==> src/rtl/msp430_trace_buffer.sv <==
// Multi-core instruction trace recorder: captures {irq, pc, ir, cycles} per
// decode of the selected core into a circular buffer drained via valid/ready.
module msp430_trace_buffer #(
   parameter  int NUM_CORES = 2,
   parameter  int DEPTH     = 16,
   parameter  int CYC_W     = 8,
   parameter  int POST_TRIG = 4,
   localparam int CSEL_W    = (NUM_CORES > 1) ? $clog2(NUM_CORES) : 1,
   localparam int AW        = $clog2(DEPTH),
   localparam int DW        = 33 + CYC_W
) (
   input  logic                    mclk,
   input  logic                    puc_rst,
   input  logic [CSEL_W-1:0]       core_select,
   input  logic [NUM_CORES-1:0]    decode,
   input  logic [NUM_CORES-1:0]    irq_detect,
   input  logic [16*NUM_CORES-1:0] pc,
   input  logic [16*NUM_CORES-1:0] ir,
   input  logic                    arm,
   input  logic                    clear,
   input  logic                    stop_full,
   input  logic                    trig_en,
   input  logic [15:0]             trig_pc,
   output logic                    rd_valid,
   input  logic                    rd_ready,
   output logic [DW-1:0]           rd_data,
   output logic [AW:0]             count,
   output logic [1:0]              state,
   output logic                    wrapped,
   output logic [31:0]             inst_number
);

   localparam int CW = AW + 1;

   typedef enum logic [1:0] {
      S_IDLE  = 2'd0,
      S_ARMED = 2'd1,
      S_POST  = 2'd2,
      S_DONE  = 2'd3
   } state_t;

   state_t              st;
   logic [CSEL_W-1:0]   sel_q;
   logic                stop_full_q;
   logic                trig_en_q;
   logic [15:0]         trig_pc_q;
   logic [AW-1:0]       wr_ptr;
   logic [AW-1:0]       rd_ptr;
   logic [AW:0]         cnt_q;
   logic                wrapped_q;
   logic [31:0]         inst_q;
   logic [CYC_W-1:0]    cyc_q;
   logic [AW:0]         post_q;
   logic [DW-1:0]       mem [DEPTH];

   logic                dec_s;
   logic                irq_s;
   logic [15:0]         pc_s;
   logic [15:0]         ir_s;
   logic                capturing;
   logic                cap;
   logic                full;
   logic                trig_hit;
   logic                post_last;
   logic                pop;

   // Select the traced core's signals using the selection latched at arm.
   always_comb begin
      dec_s = 1'b0;
      irq_s = 1'b0;
      pc_s  = '0;
      ir_s  = '0;
      for (int k = 0; k < NUM_CORES; k++) begin
         if (sel_q == CSEL_W'(k)) begin
            dec_s = decode[k];
            irq_s = irq_detect[k];
            pc_s  = pc[16*k +: 16];
            ir_s  = ir[16*k +: 16];
         end
      end
   end

   assign capturing = (st == S_ARMED) || (st == S_POST);
   assign cap       = capturing && dec_s && !arm && !clear;
   assign full      = (cnt_q == CW'(DEPTH));
   assign trig_hit  = trig_en_q && (pc_s == trig_pc_q);
   assign post_last = ((post_q + 1'b1) == CW'(POST_TRIG));
   assign rd_valid  = (st == S_DONE) && (cnt_q != '0);
   assign pop       = rd_valid && rd_ready;

   always_ff @(posedge mclk) begin
      if (cap) mem[wr_ptr] <= {irq_s, pc_s, ir_s, cyc_q};
   end

   always_ff @(posedge mclk) begin
      if (puc_rst) begin
         st          <= S_IDLE;
         sel_q       <= '0;
         stop_full_q <= 1'b0;
         trig_en_q   <= 1'b0;
         trig_pc_q   <= '0;
         wr_ptr      <= '0;
         rd_ptr      <= '0;
         cnt_q       <= '0;
         wrapped_q   <= 1'b0;
         inst_q      <= '0;
         cyc_q       <= CYC_W'(1);
         post_q      <= '0;
      end else begin
         if (arm || cap)
            cyc_q <= CYC_W'(1);
         else if (cyc_q != '1)
            cyc_q <= cyc_q + 1'b1;

         if (clear) begin
            st        <= S_IDLE;
            wr_ptr    <= '0;
            rd_ptr    <= '0;
            cnt_q     <= '0;
            wrapped_q <= 1'b0;
         end else if (arm) begin
            st          <= S_ARMED;
            sel_q       <= core_select;
            stop_full_q <= stop_full;
            trig_en_q   <= trig_en;
            trig_pc_q   <= trig_pc;
            wr_ptr      <= '0;
            rd_ptr      <= '0;
            cnt_q       <= '0;
            wrapped_q   <= 1'b0;
            inst_q      <= '0;
            post_q      <= '0;
         end else begin
            if (capturing && dec_s) inst_q <= inst_q + 32'd1;

            // When full, the oldest entry is overwritten and dropped.
            if (cap) begin
               wr_ptr <= wr_ptr + 1'b1;
               if (full) begin
                  rd_ptr    <= rd_ptr + 1'b1;
                  wrapped_q <= 1'b1;
               end else begin
                  cnt_q <= cnt_q + 1'b1;
               end
            end else if (pop) begin
               rd_ptr <= rd_ptr + 1'b1;
               cnt_q  <= cnt_q - 1'b1;
            end

            unique case (st)
               S_ARMED: begin
                  if (cap) begin
                     if (trig_hit) begin
                        post_q <= '0;
                        st     <= (POST_TRIG == 0) ? S_DONE : S_POST;
                     end else if (stop_full_q &&
                                  cnt_q == CW'(DEPTH - 1)) begin
                        st <= S_DONE;
                     end
                  end
               end
               S_POST: begin
                  if (cap) begin
                     post_q <= post_q + 1'b1;
                     if (post_last) st <= S_DONE;
                  end
               end
               default: ;
            endcase
         end
      end
   end

   assign rd_data     = rd_valid ? mem[rd_ptr] : '0;
   assign count       = cnt_q;
   assign state       = st;
   assign wrapped     = wrapped_q;
   assign inst_number = inst_q;

endmodule

==> config.mk <==
export PLATFORM = sky130hd
export DESIGN_NAME = msp430_trace_buffer
export DESIGN_NICKNAME = d
export VERILOG_FILES = /design/src/rtl/msp430_trace_buffer.sv
export SDC_FILE = /design/constraint.sdc
export NUM_CORES = 1
export LEC_CHECK = 0
export CAP_MARGIN = 20
export CELL_PAD_IN_SITES_DETAIL_PLACEMENT = 1
export CELL_PAD_IN_SITES_GLOBAL_PLACEMENT = 1
export CORE_MARGIN = 2
export CORE_UTILIZATION = 40
export CTS_CLUSTER_DIAMETER = 150
export DETAILED_ROUTE_END_ITERATION = 7
export GPL_ROUTABILITY_DRIVEN = 0
export PLACE_DENSITY = 0.73
export SLEW_MARGIN = 20
export SYNTH_ARGS = -nofsm -noshare
export SYNTH_HDL_FRONTEND = slang
export SYNTH_SLANG_ARGS = --single-unit
==> constraint.sdc <==
create_clock -name mclk -period 7.3 [get_ports mclk]
set_clock_uncertainty 0.15 [all_clocks]
set_input_delay 0.73 -clock mclk [delete_from_list [all_inputs] [get_ports mclk]]
set_output_delay 0.73 -clock mclk [all_outputs]
set_load 0.03 [all_outputs]
After elaboration in Yosys (flattened, before gate mapping)
Memories as Yosys holds them, arrays and structs flattened. A register that Yosys moved wholly into a read port is not among the register bits.
Cells that the tools add are included.
{ "totals": {"reg_bits": 80, "ram_bits": 656, "inputBits": 92, "out_inout_bits": 82, "wordCells": 97, "memories": 1} }
{ "memory_table": {"columns": ["memory", "depth", "word_bits", "rd", "rd_clocked_by_memory_dff", "wr", "line_no", "text"], "rows": [
  ["mem", 16, 41, 1, 1, 1, "54", "logic [DW-1:0] mem [DEPTH];"]
]} }
{ "classes": {"n_addsub": 7, "n_eq_ne": 19, "mux": 29, "n_bitwise": 1, "n_reduce_logical": 27} }
{ "op_table": {"columns": ["op", "count"], "rows": [
  ["$mux W32", 2],
  ["$mux W41", 1],
  ["$mux W5", 7],
  ["$add A32 B1 Y32 const B", 1],
  ["$mux W16", 2],
  ["$mux W4", 5],
  ["$eq A16 B16 Y1", 1],
  ["$reduce_and A5 Y1", 3],
  ["$ne A3 B3 Y1 const B", 4],
  ["$add A5 B1 Y5 const B", 2],
  ["$mux W2", 5],
  ["$pmux W5 S2", 1],
  ["$reduce_and A2 Y1", 5],
  ["$add A4 B1 Y4 const B", 2],
  ["$add A8 B1 Y8 const B", 1],
  ["$ne A2 B2 Y1 const B", 4],
  ["$ne A8 B8 Y1 const B", 1],
  ["$logic_and A1 B1 Y1", 7],
  ["$reduce_bool A2 Y1", 3],
  ["$eq A5 B3 Y1 const B", 1],
  ["$eq A5 B4 Y1 const B", 1],
  ["$eq A5 B5 Y1 const B", 1],
  ["$mux W1", 5],
  ["$reduce_bool A5 Y1", 1],
  ["13 further kinds", 17]
]} }

Longest topological paths before layout
Gate-level depths: netlist (run 1).
{ "logic_depth": {"word_depth": 9, "ltp_mapped": 14, "mapped_depth_nobuf": 12} }

Least setup slack after synthesis (run 1)
OpenSTA, ideal clock, no wires.
{ "synth_path": {"kind": "register to register", "start": "register st[0] (netlist: state[0])", "end": "memory mem[0][0] in the netlist's numbering (enable)", "setup_time_ns": 0.490, "t_arrival_ns": 4.919, "required_time_ns": 6.660, "setup_slack_ns": 1.741, "stages_incl_launch_ff": 10, "n_path_buf": 2, "period_less_slack_ns": 5.559, "path_cell_list": "dfxtp_1 inv_1 ha_1 nor2_1 nand3_1 inv_1 clkbuf_1 clkbuf_1 nand2_1 nor3_1"} }
{ "synth_between": {"elab_chain_len": 7, "word_cells_on_any_way": 8, "cone_classes": "eq/ne (2); mux (2); reduce/logical (4)"} }
{ "synth_lines": {"columns": ["item", "line_no", "text"], "rows": [
  ["from (decl)", "42", "state_t st;"],
  ["from (signal assigned)", "155", "st <= (POST_TRIG == 0) ? S_DONE : S_POST;"],
  ["$eq A2 B1 Y1 / $eq A2 B2 Y1 (equally long branches)", "83", "assign capturing = (st == S_ARMED) || (st == S_POST);"],
  ["$logic_or A1 B1 Y1 *", "83", null],
  ["$logic_and A1 B1 Y1 * (3 in series)", "84", "assign cap = capturing && dec_s && !arm && !clear;"],
  ["$mux W1 *", "92", "if (cap) mem[wr_ptr] <= {irq_s, pc_s, ir_s, cyc_q};"],
  ["$mux W1 (not written as such) *", "92", null],
  ["to (decl)", "54", null]
]} }
Every way passes the cells marked *; elsewhere a longest branch is shown, timed or not.

==> impl_metrics.json, run 1 <==
{
  "crit_path_cell_trace": "buf_12 -> mux4_2 -> mux4_2 -> and2_1 -> clkdlybuf4s50_1",
  "max_freq_ghz": 0.202,
  "drt-total-wl_um": 71100,
  "failed_checks": "design-rule violations",
  "die_w_um": 276,
  "nets": 1840,
  "cap_violations": 0,
  "slowest_stage": "dfxtp_4",
  "synthArstFlopShare_pct": 0,
  "worstPathMaxFanout": 98,
  "syn2layout_area_growth_pct": 19.1,
  "layout-drive-gt1-share_pct": 23.1,
  "layout.cells.most_common_list": "edfxtp_1, mux4_2, clkdlybuf4s50_1",
  "ys.flop_type": "edfxtp_1",
  "cts_sinks": 740,
  "synth_top_cell_area_share_pct": 66.7,
  "drtAntennaViolNets": 0,
  "yosys-top-cells-area": "edfxtp_1, mux4_2, dfxtp_1, nand2_1, and2_1",
  "crit_required_ps": 6420,
  "cp_slowest_stage_delay_ps": 1040,
  "tightest_slew_ps": 1060,
  "cp_common_cell": "mux4_2",
  "finalWorstSetupSlack_ps": 2350,
  "path_buf_inv": 2,
  "synth_warnings": 0,
  "hold_violations": 0,
  "n_antenna_cell": 0,
  "crit_arrival_ps": 4070,
  "dp_cells": 2611,
  "syn_nets": 1631,
  "hold_start": "trig_pc_q[14]$_SDFFE_PP0P_",
  "dieArea_um2": 76000,
  "grtUsageTotal_pct": 19.0,
  "ir_drop_uv": 167,
  "setup_viol": 0,
  "critical_path.top_delay_family": "buffers and inverters",
  "avgRoutedWirePerCell_um": 25.8,
  "cts-root-buf": "clkbuf_16",
  "cellPowerDensity_nw_per_um2": 249,
  "io_buffer_count": 173,
  "rr_startpoint": "sel_q$_SDFFE_PP0P_",
  "ctsHoldBuffers": 0,
  "synth_edf_count": 656,
  "cts_setup_buffers": 0,
  "layout_worst_path_cycle_share_pct": 67.9,
  "instances_no_fill": 2754,
  "seq_area_frac_synth_pct": 72.4,
  "grt_pass1_wl_um": 107000,
  "cts_tree": "done",
  "dieHeight_um": 276,
  "core-area_um2": 73100,
  "ys_seq_elements": 740,
  "critical_path_class": "reg -> out",
  "grt_start_max_net_pins": 99,
  "hpwl_um": 40800,
  "antenna_found_initial": 2,
  "cts_made_buffers": 79,
  "grt_pass1_vias": 16800,
  "syn_avg_cell_area_um2": 19.4,
  "setup_tns_ps": 0,
  "place_area_um2": 32600,
  "htreeDepth": 3,
  "ys_types": 58,
  "post-route-min-period_ps": 4950,
  "nFillCells": 6775,
  "cts_buffer_depth": 3,
  "route.detailed.drc": 11,
  "p_total_mw": 8.76,
  "pre_cts_ws_ps": 2930,
  "slew_headroom_pct": 29.6,
  "cp-start-kind": "flip-flop",
  "rows": 99,
  "syn_inst": 1524,
  "vias": 15400,
  "clk_pin_slew_ps": 60,
  "rsz0062_at_grt": "false",
  "outcome": "complete, but fails checks",
  "grt_overflow": 0,
  "final_common_cell": "edfxtp_1",
  "finalInstanceArea_um2": 35200,
  "ios": 174,
  "start_util_pct": 40.4,
  "dr.pass1.iters": 6,
  "drv_slew": 0,
  "insertion_delay_ps": 610,
  "yosysTopAreaCell": "edfxtp_1",
  "synthesis.area_um2": 29500,
  "hold_class": "reg -> reg",
  "cts_resized": 0,
  "leakagePower_nw": 10.8,
  "cp-end-kind": "output port",
  "dr.first_iter.drc_count": 1140,
  "vias_per_cell": 5.58
}
## Yosys cell counts (11+ instances only)
master / number
inv_1: 11
edfxtp_1: 656
nor2_1: 68
mux4_2: 205
mux2_2: 24
buf_1: 20
ha_1: 14
nand4_1: 11
a21oi_1: 40
nand3_1: 26
nor3_1: 13
dfxtp_1: 84
and2_1: 46
nand2_1: 78
o21ai_0: 26
xor2_1: 19
clkbuf_1: 45
## metrics by stage
step | hold WS, ps | utilization (%)
6_report | 320 | 48.1
4_1_cts | 323 | 48.1
2_1_floorplan | 282 | -
3_5_place_dp | 315 | 44.6
5_1_grt | 348 | 48.1
3_3_place_gp | 306 | 44.5
## logic make-up (layout without fill, tap and decap cells)
family / after synthesis / count (layout) / synth area share [%]
compound gates: 110 / 110 / 2.29
xor+xnor: 27 / 27 / 0.826
simple gates: 296 / 296 / 5.21
flops: 740 / 740 / 72.4
buf+inv: 88 / 359 / 1.26
mux: 248 / 248 / 17.4
fa+ha+maj: 15 / 15 / 0.661
## path summary, 6_finish.rpt
kind | to | slack (ps) | depth (start not counted)
min | trig_pc_q[14]$_SDFFE_PP0P_ | 320 | 2
max reg2reg | post_q[0]$_SDFFE_PP0P_ | 3690 | 7
max | rd_data[36] | 2350 | 5
min reg2reg | trig_pc_q[14]$_SDFFE_PP0P_ | 320 | 2
## area by class of cell
class / count / area (um2) / area share (%)
sequential: 740 / 21400 / 60.8
clock inverter: 38 / 344 / 0.978
timing repair buffer: 205 / 2080 / 5.92
multi-input combinational: 696 / 7900 / 22.5
clock buffer: 105 / 2210 / 6.28
tap: 959 / 1200 / 3.41
inverter: 11 / 41.3 / 0.117
## worst min-delay path, delay by kind of cell, from the launching register on
kind,cells,cell delay (ps)
simple gates,1,50
compound gates,1,50
flops,1,320
## report_power, final
| part | total (mW) | internal, mW | switching (mW) | leakage, nW |
|---|---|---|---|---|
| combinational | 0.191 | 0.0762 | 0.114 | 2.93 |
| clock | 3.93 | 2.33 | 1.60 | 1.26 |
| sequential | 4.63 | 4.62 | 0.0110 | 6.63 |
## registers in the layout, indices dropped and copies added, names as in the netlist, named ones only
name         flops
sel_q            1
count            5
post_q           5
cyc_q            8
trig_en_q        1
state            2
wr_ptr           4
rd_ptr           4
mem            656
inst_number     32
stop_full_q      1
trig_pc_q       16
wrapped          1
## per-layer routing
layer	track usage (%)	vias up	wire length, um
met3	3.29	92	4150
met2	32.0	463	35600
met5	0	-	13
met1	25.9	8173	30100
li1	-	6625	-
met4	4.77	2	1250
Power figures use the tool's default switching activity.
==> run 2: changes to the inputs <==
clock period = 5.15 ns   (was 7.3 ns; I/O delays follow)
==> impl_metrics.json, run 2 (synthesis results as in run 1) <==
{
  "outcome": "complete, but fails checks",
  "failed_checks": "design-rule violations",
  "rr_startpoint": "state[0]$_SDFFE_PP0P_",
  "slew_headroom_pct": 29.4,
  "nFillCells": 6825,
  "max_freq_ghz": 0.231,
  "r2r.worst_path.cells": 9,
  "regArea_um2": 21400,
  "final_common_cell": "edfxtp_1",
  "largest_reg_flops": 656,
  "cts_made_buffers": 77,
  "insertion_delay_ps": 620,
  "syn2layout_area_growth_pct": 18.5,
  "dr.pass1.iters": 8,
  "hold_start": "trig_pc[8]",
  "cts_buffer_depth": 3,
  "cts_sinks": 740,
  "rrSetupSlack_ps": 1480,
  "ir_drop_uv": 219,
  "cp_common_cell": "mux4_2",
  "io_buffer_count": 173,
  "nets": 1845,
  "hold_class": "in -> reg",
  "slowest_stage": "dfxtp_4",
  "cellPowerDensity_nw_per_um2": 344,
  "antenna_found_initial": 0,
  "grt_pass1_wl_um": 108000,
  "avgRoutedWirePerCell_um": 25.9,
  "rsz0062_at_grt": "false",
  "top_register": "mem",
  "cap_violations": 0,
  "drtAntennaViolNets": 0,
  "grt_start_max_net_pins": 57,
  "grt_pass1_vias": 16900,
  "p_total_mw": 12.0,
  "leakagePower_nw": 10.7,
  "post-route-min-period_ps": 4330,
  "vias_per_cell": 5.56,
  "whs_ps": 303,
  "whs_path_depth": 3,
  "rr_endpoint": "mem[15][3]$_DFFE_PP_",
  "worstHoldEndpoint": "trig_pc_q[8]$_SDFFE_PP0P_",
  "start_util_pct": 40.4,
  "layout_worst_path_cycle_share_pct": 84.1,
  "hold_violations": 0,
  "vias": 15300,
  "n_antenna_cell": 0,
  "cp_slowest_stage_delay_ps": 690,
  "htreeDepth": 3,
  "cts_setup_buffers": 0,
  "drv_slew": 0,
  "die_w_um": 276,
  "setup_tns_ps": 0,
  "crit_required_ps": 4490,
  "place_area_um2": 32600,
  "layout-drive-gt1-share_pct": 23.2,
  "critical_path_class": "reg -> out",
  "cts_tree": "done",
  "finalInstanceArea_um2": 35000,
  "route.detailed.drc": 7,
  "cp-start-kind": "flip-flop",
  "rows": 99,
  "multi_input_area_um2": 7920,
  "core-area_um2": 73100,
  "cts_resized": 0,
  "clk_pin_slew_ps": 60,
  "setup_viol": 0,
  "hpwl_um": 41400,
  "ctsHoldBuffers": 0,
  "grtUsageTotal_pct": 19.3,
  "dieHeight_um": 276,
  "layout.cells.most_common_list": "edfxtp_1, mux4_2, clkdlybuf4s50_1",
  "drt-total-wl_um": 71500,
  "grt_overflow": 0,
  "crit_path_cell_trace": "buf_4 -> mux4_2 -> mux4_2 -> and2_1 -> clkdlybuf4s50_1",
  "crit_arrival_ps": 3660,
  "worstPathMaxFanout": 24,
  "cp-end-kind": "output port",
  "dr.first_iter.drc_count": 1207,
  "tightest_slew_ps": 1060,
  "ios": 174,
  "cts-root-buf": "clkbuf_16",
  "dieArea_um2": 76000
}
## run 2: changes by cell type in the layout (fill, tap and decap cells not counted), sizes merged
cell,change
buf,+7
bufinv,-4
clkbuf,-3
clkinv,+1
clkinvlp,+2
inv,+1
## run 2: final cells by class
| cell class | instances | area share [%] |
|---|---|---|
| multi-input cells | 696 | 22.6 |
| clock buffers | 102 | 5.84 |
| repair buffers | 212 | 5.99 |
| inverters | 11 | 0.118 |
| well taps | 959 | 3.43 |
| clock inverters | 38 | 0.876 |
| flip-flops and latches | 740 | 61.1 |
## run 2: worst max-delay path: cells and delay by family (launching register included)
family | cells | cell delay [ps]
buffers and inverters | 2 | 1100
AND/OR/NAND/NOR | 1 | 220
multiplexers | 2 | 1030
flip-flops | 1 | 690
## run 2: power by group
part	leakage [nW]	switching, mW	internal [mW]
Clock	1.15	2.29	2.92
Sequential	6.63	0.0137	6.55
Combinational	2.95	0.165	0.108
## run 2: per-layer routing
layer | up-vias | track usage (%) | part of all wire [%]
li1 | 6634 | - | -
met1 | 8143 | 25.1 | 41
met2 | 456 | 33.6 | 52
met3 | 113 | 3.46 | 5.6
met4 | 0 | 4.97 | 2.2
met5 | - | 0 | 0
## run 2: worst max path at each step
| stage | start | to | slack (ps) | cells past startpoint |
|---|---|---|---|---|
| 2_1_floorplan | state[0]$_SDFFE_PP0P_ | mem[12][0]$_DFFE_PP_ | 690 | 9 |
| 3_3_place_gp | clear | mem[15][7]$_DFFE_PP_ | 1210 | 8 |
| 3_5_place_dp | clear | mem[15][8]$_DFFE_PP_ | 1180 | 8 |
| 6_report | flip-flop | rd_data[2] | 820 | 5 |
| 4_1_cts | flip-flop | rd_data[2] | 720 | 5 |
| 5_1_grt | flip-flop | rd_data[5] | 620 | 5 |
## run 2: stage by stage
step / setup WS (ps) / utilization, % / std cells
3_5_place_dp: 1180 / 44.7 / 2618
2_1_floorplan: 688 / - / 1524
6_report: 821 / 47.9 / 2758
4_1_cts: 724 / 47.9 / 2758
3_3_place_gp: 1210 / 44.7 / 2618
5_1_grt: 615 / 47.9 / 2758
